**src/rtl/mem_io_ctrl_if.sv**
```systemverilog
// rtl/mem_io_ctrl_if.sv - CPU-side request/response bus of the memory/I-O controller.
interface mem_io_ctrl_if #(
    parameter int DATA_W = 16,
    parameter int ADDR_W = 20
);
    logic              req;
    logic              we;
    logic [ADDR_W-1:0] addr;
    logic [DATA_W-1:0] wdata;
    logic [DATA_W-1:0] rdata;
    logic              ready;

    modport master (output req, we, addr, wdata, input rdata, ready);
    modport slave  (input req, we, addr, wdata, output rdata, ready);
endinterface

```
**src/rtl/mem_io_ctrl.sv**
```systemverilog
// rtl/mem_io_ctrl.sv - Async SRAM sequencer with one memory-mapped switch/hex I/O address.
module mem_io_ctrl #(
    parameter int                DATA_W   = 16,
    parameter int                ADDR_W   = 20,
    parameter int                WAIT_CYC = 2,
    parameter logic [ADDR_W-1:0] IO_ADDR  = 20'h0FFFF,
    parameter int                NUM_HEX  = 4
) (
    input  logic                 Clk,
    input  logic                 RESET,
    mem_io_ctrl_if.slave         bus,
    output logic                 CE,
    output logic                 OE,
    output logic                 WE,
    output logic                 UB,
    output logic                 LB,
    output logic [ADDR_W-1:0]    SRAM_ADDR,
    output logic [DATA_W-1:0]    sram_wdata,
    input  logic [DATA_W-1:0]    sram_rdata,
    output logic                 sram_drive,
    input  logic [DATA_W-1:0]    Switches,
    output logic [4*NUM_HEX-1:0] hex_out
);
    localparam int HEX_W = 4 * NUM_HEX;
    localparam int CNT_W = $clog2(WAIT_CYC + 1);

    generate
        if (WAIT_CYC < 1) begin : g_bad_wait
            $error("mem_io_ctrl: WAIT_CYC must be at least 1");
        end
    endgenerate

    typedef enum logic [1:0] {IDLE, SETUP, ACCESS, DONE} state_t;

    state_t            state;
    logic [CNT_W-1:0]  cnt;
    logic              we_q;
    logic [DATA_W-1:0] wdata_q;
    logic [DATA_W-1:0] rdata_q;
    logic              ready_q;
    logic [HEX_W-1:0]  hex_reg;
    logic [HEX_W-1:0]  hex_wdata;

    generate
        if (HEX_W > DATA_W) begin : g_hex_ext
            assign hex_wdata = {{(HEX_W - DATA_W){1'b0}}, bus.wdata};
        end else begin : g_hex_trunc
            assign hex_wdata = bus.wdata[HEX_W-1:0];
        end
    endgenerate

    assign bus.rdata  = rdata_q;
    assign bus.ready  = ready_q;
    assign sram_wdata = wdata_q;
    assign hex_out    = hex_reg;

    // Strobes are registered: each transition loads the values for the state being entered.
    always_ff @(posedge Clk or negedge RESET) begin
        if (!RESET) begin
            state      <= IDLE;
            cnt        <= '0;
            we_q       <= 1'b0;
            wdata_q    <= '0;
            rdata_q    <= '0;
            ready_q    <= 1'b0;
            hex_reg    <= '0;
            SRAM_ADDR  <= '0;
            sram_drive <= 1'b0;
            CE         <= 1'b1;
            OE         <= 1'b1;
            WE         <= 1'b1;
            UB         <= 1'b1;
            LB         <= 1'b1;
        end else begin
            ready_q <= 1'b0;
            case (state)
                IDLE, DONE: begin
                    if (bus.req) begin
                        we_q      <= bus.we;
                        wdata_q   <= bus.wdata;
                        SRAM_ADDR <= bus.addr;
                        if (bus.addr == IO_ADDR) begin
                            state      <= DONE;
                            ready_q    <= 1'b1;
                            CE         <= 1'b1;
                            OE         <= 1'b1;
                            WE         <= 1'b1;
                            UB         <= 1'b1;
                            LB         <= 1'b1;
                            sram_drive <= 1'b0;
                            if (bus.we) hex_reg <= hex_wdata;
                            else        rdata_q <= Switches;
                        end else begin
                            state      <= SETUP;
                            CE         <= 1'b0;
                            UB         <= 1'b0;
                            LB         <= 1'b0;
                            OE         <= bus.we;
                            WE         <= 1'b1;
                            sram_drive <= bus.we;
                        end
                    end else begin
                        state      <= IDLE;
                        CE         <= 1'b1;
                        OE         <= 1'b1;
                        WE         <= 1'b1;
                        UB         <= 1'b1;
                        LB         <= 1'b1;
                        sram_drive <= 1'b0;
                    end
                end
                SETUP: begin
                    state <= ACCESS;
                    cnt   <= CNT_W'(WAIT_CYC - 1);
                    WE    <= ~we_q;
                end
                ACCESS: begin
                    if (cnt == '0) begin
                        state      <= DONE;
                        ready_q    <= 1'b1;
                        CE         <= 1'b1;
                        OE         <= 1'b1;
                        WE         <= 1'b1;
                        UB         <= 1'b1;
                        LB         <= 1'b1;
                        sram_drive <= 1'b0;
                        if (!we_q) rdata_q <= sram_rdata;
                    end else begin
                        cnt <= cnt - 1'b1;
                    end
                end
                default: state <= IDLE;
            endcase
        end
    end
endmodule

```
**src/flat_wrapper.sv**
```systemverilog
// flat-port wrapper written by rule: the top's interface ports become plain ports
module mem_io_ctrl_flat 
#(
    parameter int                DATA_W   = 16,
    parameter int                ADDR_W   = 20,
    parameter int                WAIT_CYC = 2,
    parameter logic [ADDR_W-1:0] IO_ADDR  = 20'h0FFFF,
    parameter int                NUM_HEX  = 4
)
  (Clk, RESET, CE, OE, WE, UB, LB, SRAM_ADDR, sram_wdata, sram_rdata, sram_drive, Switches, hex_out, bus_req, bus_we, bus_addr, bus_wdata, bus_rdata, bus_ready);
  mem_io_ctrl_if #(.DATA_W(DATA_W), .ADDR_W(ADDR_W)) bus_i ();
  input  logic Clk;
  input  logic RESET;
  output logic CE;
  output logic OE;
  output logic WE;
  output logic UB;
  output logic LB;
  output logic [ADDR_W-1:0] SRAM_ADDR;
  output logic [DATA_W-1:0] sram_wdata;
  input  logic [DATA_W-1:0] sram_rdata;
  output logic sram_drive;
  input  logic [DATA_W-1:0] Switches;
  output logic [4*NUM_HEX-1:0] hex_out;
  input wire logic [$bits(bus_i.req)-1:0] bus_req;
  input wire logic [$bits(bus_i.we)-1:0] bus_we;
  input wire logic [$bits(bus_i.addr)-1:0] bus_addr;
  input wire logic [$bits(bus_i.wdata)-1:0] bus_wdata;
  output wire logic [$bits(bus_i.rdata)-1:0] bus_rdata;
  output wire logic [$bits(bus_i.ready)-1:0] bus_ready;
  assign bus_i.req = bus_req;
  assign bus_i.we = bus_we;
  assign bus_i.addr = bus_addr;
  assign bus_i.wdata = bus_wdata;
  assign bus_rdata = bus_i.rdata;
  assign bus_ready = bus_i.ready;
  mem_io_ctrl #(.DATA_W(DATA_W), .ADDR_W(ADDR_W), .WAIT_CYC(WAIT_CYC), .IO_ADDR(IO_ADDR), .NUM_HEX(NUM_HEX)) u_core (.Clk(Clk), .RESET(RESET), .bus(bus_i), .CE(CE), .OE(OE), .WE(WE), .UB(UB), .LB(LB), .SRAM_ADDR(SRAM_ADDR), .sram_wdata(sram_wdata), .sram_rdata(sram_rdata), .sram_drive(sram_drive), .Switches(Switches), .hex_out(hex_out));
endmodule
```
**config.mk**
```make
export PLATFORM = sky130hd
export DESIGN_NAME = mem_io_ctrl_flat
export DESIGN_NICKNAME = d
export VERILOG_FILES = /design/src/rtl/mem_io_ctrl_if.sv /design/src/rtl/mem_io_ctrl.sv /design/src/flat_wrapper.sv
export SDC_FILE = /design/constraint.sdc
export NUM_CORES = 1
export LEC_CHECK = 0
export CAP_MARGIN = 0
export CORE_ASPECT_RATIO = 0.9
export CORE_MARGIN = 2
export CORE_UTILIZATION = 38
export DETAILED_ROUTE_END_ITERATION = 8
export GPL_TIMING_DRIVEN = 0
export HOLD_SLACK_MARGIN = 0.03
export PLACE_DENSITY = 0.76
export SLEW_MARGIN = 20
export SYNTH_ARGS = -nofsm -noshare
export SYNTH_HDL_FRONTEND = slang
export SYNTH_SLANG_ARGS = --single-unit
```
**constraint.sdc**
```tcl
create_clock -name Clk -period 2.15 [get_ports Clk]
set_input_delay 0.3225 -clock Clk [delete_from_list [all_inputs] [get_ports Clk]]
set_output_delay 0.3225 -clock Clk [all_outputs]
set_load 0.01 [all_outputs]
```
==> metrics list <==
- The run finished with clean final reports.
* Synth Net Count: 300
- A synthesized cell averages 15.1 um^2.
- Worst Setup End Kind: register
* Maximum clock insertion buffer count: 2
* Residual DRC: 0
- Counting flops and latches in the post-synthesis netlist gives 78.
- Net count, final: 461
* Cell types with the largest area share after synthesis: sky130_fd_sc_hd__dfrtp_1 (55%), sky130_fd_sc_hd__mux2_2 (22%), sky130_fd_sc_hd__mux2_4 (8.8%), sky130_fd_sc_hd__dfstp_2 (2.3%), sky130_fd_sc_hd__ha_1 (1.1%)
- The later pin in the worst-skew pair is clocked with a latency of 0.34 ns.
- Final HPWL DP: 5940 um
- The H-tree was split into 3 levels.
* Die Wd: 104 um
- Antenna violations before repair: 0
- VDD IR-drop max: 0.000622 V
- The largest single stage delay on the critical path is 0.57 ns.
* Leakage power: 2.29 nW
- Final critical-path required period: 2.05 ns
* Global-route total usage across every layer: 0.173
- sky130_fd_sc_hd__dfrtp_1 is the most common cell in the netlist.
- The layout has 713 filler cells.
- Area fraction of the dominant cell type after synthesis: 0.551
- Vias per Instance: 4.75
* Worst Slack Setup Final: 0.103 ns
- I/O pins: 147
- The tree is rooted in a sky130_fd_sc_hd__clkbuf_8.
- Once detail routing completed, the nets flagged for antenna violations numbered 0.
* Worst EP arrival: 2.28 ns
* Cell accounting for the most synthesized area: sky130_fd_sc_hd__dfrtp_1
* Worst setup slack before clock tree synthesis: -0.659 ns
* Violation count after the first detailed-route iteration: 76
- Distinct cell type count after synthesis: 33
- Maximum number of pins on one net before global-route repair: 50
- Post-route clock period utilization: 0.952
* Ys Warns: 0
* Worst rel slew slack: 0.630
- The number of slew-limit violations in the final report is 0.
- Layout cell share with drive strength beyond 1: 0.317
- Standard-cell rows: 32
- The number of hold-slack violations in the final timing report is 0.
- After synthesis, the share of flip-flops with an asynchronous set or reset is 1.00.
* Global-route wire length before repair: 13200 um
- STA puts the critical path data required time at 2.38 ns.
- Power spread over the standard cell area amounts to 1360 nW/um^2.
- 0 antenna diodes ended up in the layout.
- TritonRoute pass-1 iters: 4
* Gate Count Post-Synth: 225
- Reported max-cap violation count: 0
- For this configuration, the core starts out at a cell density of 0.394.
- Minimum hold slack: 0.441 ns
- The final route contains 2425 vias.
- In this run, CTS created clock tree buffers numbering 9.
* Routability-driven placement congestion ratio: 0.718
- In this design, the largest share of critical-path delay is due to simple AND/OR/NAND/NOR gates.
- Synthesized cell area: 3400 um^2
- Average routed wire per standard cell: 15.7 um
* Clock transition time at the flip-flop clock pins of the worst setup and hold paths: 0.08 ns
* Share of synthesized area occupied by flip-flops and latches: 0.575
- Crit-path max FO: 10
- The critical path goes through clkdlybuf4s50_1 > or4b_4 > nor4_4 > buf_4 > nand4_4 > buf_12 > mux2_4.
* Placeable Area: 8650 um^2
- In this run the vertical extent of the chip is 93.8 um.
- Unrepaired setup endpoints after global routing: false
* Number of buffers added on ports: 146
- Overall power of the completed layout: 7.23 mW
- Most frequent cells after synthesis: sky130_fd_sc_hd__dfrtp_1 (75), sky130_fd_sc_hd__mux2_2 (65), sky130_fd_sc_hd__mux2_4 (20)
- Buffers & Inverters on Critical Path: 3
- Among all flip-flop cells after synthesis, the most frequent one is sky130_fd_sc_hd__dfrtp_1.
- Number of sinks handled by clock tree synthesis: 78
- Die outline area: 9730 um^2
* Worst slew pin tran: 0.555 ns
- Via count of the first global-routing pass: 2578
- The total overflow left after global routing is 0.
* Worst clock skew: 0.0113 ns
- Growth of design area from synthesis to finish: 56.2%
* CTS tree: done
- In this run, synthesis inferred 0 flip-flops with an integrated enable.
- The routed design has 8000 um of wire.
* Sort of element at the start of the critical path: input port
- Kind of critical path: input port to register
- Endpoints failing setup: 0
- The min-delay analysis places its worst path in the category input port to asynchronous set/reset pin.
* Slowest CP cell: sky130_fd_sc_hd__or4b_4
- Max Fclk: 489 MHz
## worst reg2reg max path: stages, from the launching register on
cell and delay (ns):
sky130_fd_sc_hd__dfrtp_1 0.39, sky130_fd_sc_hd__inv_1 0.08, sky130_fd_sc_hd__ha_1 0.28, sky130_fd_sc_hd__nand2b_1 0.15
sky130_fd_sc_hd__a2111oi_4 0.42, sky130_fd_sc_hd__a21oi_4 0.11, sky130_fd_sc_hd__buf_6 0.18, sky130_fd_sc_hd__mux2_4 0.30
## placed cells by master, fill, tap and decap left out, drive strengths merged, types with 4 or more instances in the layout
cell / instances
clkdlybuf4s50: 145
mux2: 85
dfrtp: 75
clkbuf: 17
buf: 10
inv: 6
nor2: 5
nand2: 4
nand4: 4
a21oi: 4
## metal layers
metal | up-vias | share of wire | GRT usage
met5 | - | 0 | 0
met3 | 9 | 0.091 | 0.0804
met4 | 0 | 0.014 | 0.0495
li1 | 1133 | - | -
met1 | 1186 | 0.44 | 0.212
met2 | 97 | 0.46 | 0.275
## area by class of cell
class / count / area, um^2 / area share
Clock inverter: 5 / 58.8 / 0.0111
Buffer: 10 / 72.6 / 0.0137
Multi-Input combinational cell: 129 / 1390 / 0.261
Clock buffer: 11 / 141 / 0.0266
Inverter: 6 / 22.5 / 0.00424
Timing Repair Buffer: 152 / 1530 / 0.287
Sequential cell: 78 / 1960 / 0.368
Tap cell: 119 / 149 / 0.0280
## repair_timing
item	in CTS	in global routing
gates resized for setup	8	1
buffers inserted	4	0
pin swaps	2	1
gates cloned	0	0
hold buffers	1	0
endpoints found under the hold margin	26	0
setup endpoints to repair	60	19
## where the power goes
part	internal, mW	switching [mW]	total (mW)
Combinational	2.30	1.45	3.75
Sequential	2.09	0.290	2.38
Clock	0.569	0.532	1.10
## flip-flops by register name, summed over array words and instances, names as in the netlist
signal,count
u_core.LB,1
u_core.OE,1
u_core.SRAM_ADDR,20
u_core.WE,1
u_core.bus.rdata,16
u_core.bus.ready,1
u_core.cnt,2
u_core.hex_out,16
u_core.sram_drive,1
u_core.sram_wdata,16
u_core.state,2
u_core.we_q,1
## through the flow
step / area [um^2] / utilization / std cells / setup TNS (ns)
6_report: 5320 / 0.615 / 510 / 0
5_1_grt: 5320 / 0.615 / 510 / 0
4_1_cts: 5310 / 0.614 / 510 / 0
3_5_place_dp: 5040 / 0.583 / 491 / -24.02
3_3_place_gp: 5020 / 0.580 / 490 / -178.74
2_1_floorplan: 3410 / - / 225 / 0
## cell families (layout without fill, tap and decap cells)
logic type	Yosys count	count (layout)	synth area share
AND/OR/NAND/NOR	26	26	0.0526
flip-flops	78	78	0.575
AO/OA/AOI/OAI	15	15	0.0320
multiplexers	85	85	0.303
buffers and inverters	18	184	0.0265
adder cells (fa/ha/maj)	3	3	0.0110
## path summary, 6_finish.rpt
kind | startpoint | to | slack (ns) | cells after the start
setup / recovery | bus_addr[17] | u_core.hex_out[9] | 0.10 | 7
hold / removal | RESET | u_core.bus.rdata[5] | 0.44 | 2
setup reg to reg | u_core.cnt[0] | u_core.bus.rdata[8] | 0.13 | 7
hold reg to reg | u_core.we_q | u_core.WE | 0.48 | 1
max in group asynchronous | RESET | u_core.hex_out[0] | 1.13 | 3
min in group Clk | u_core.we_q | u_core.WE | 0.48 | 1
Note: power is estimated with default switching activity, not from simulation.
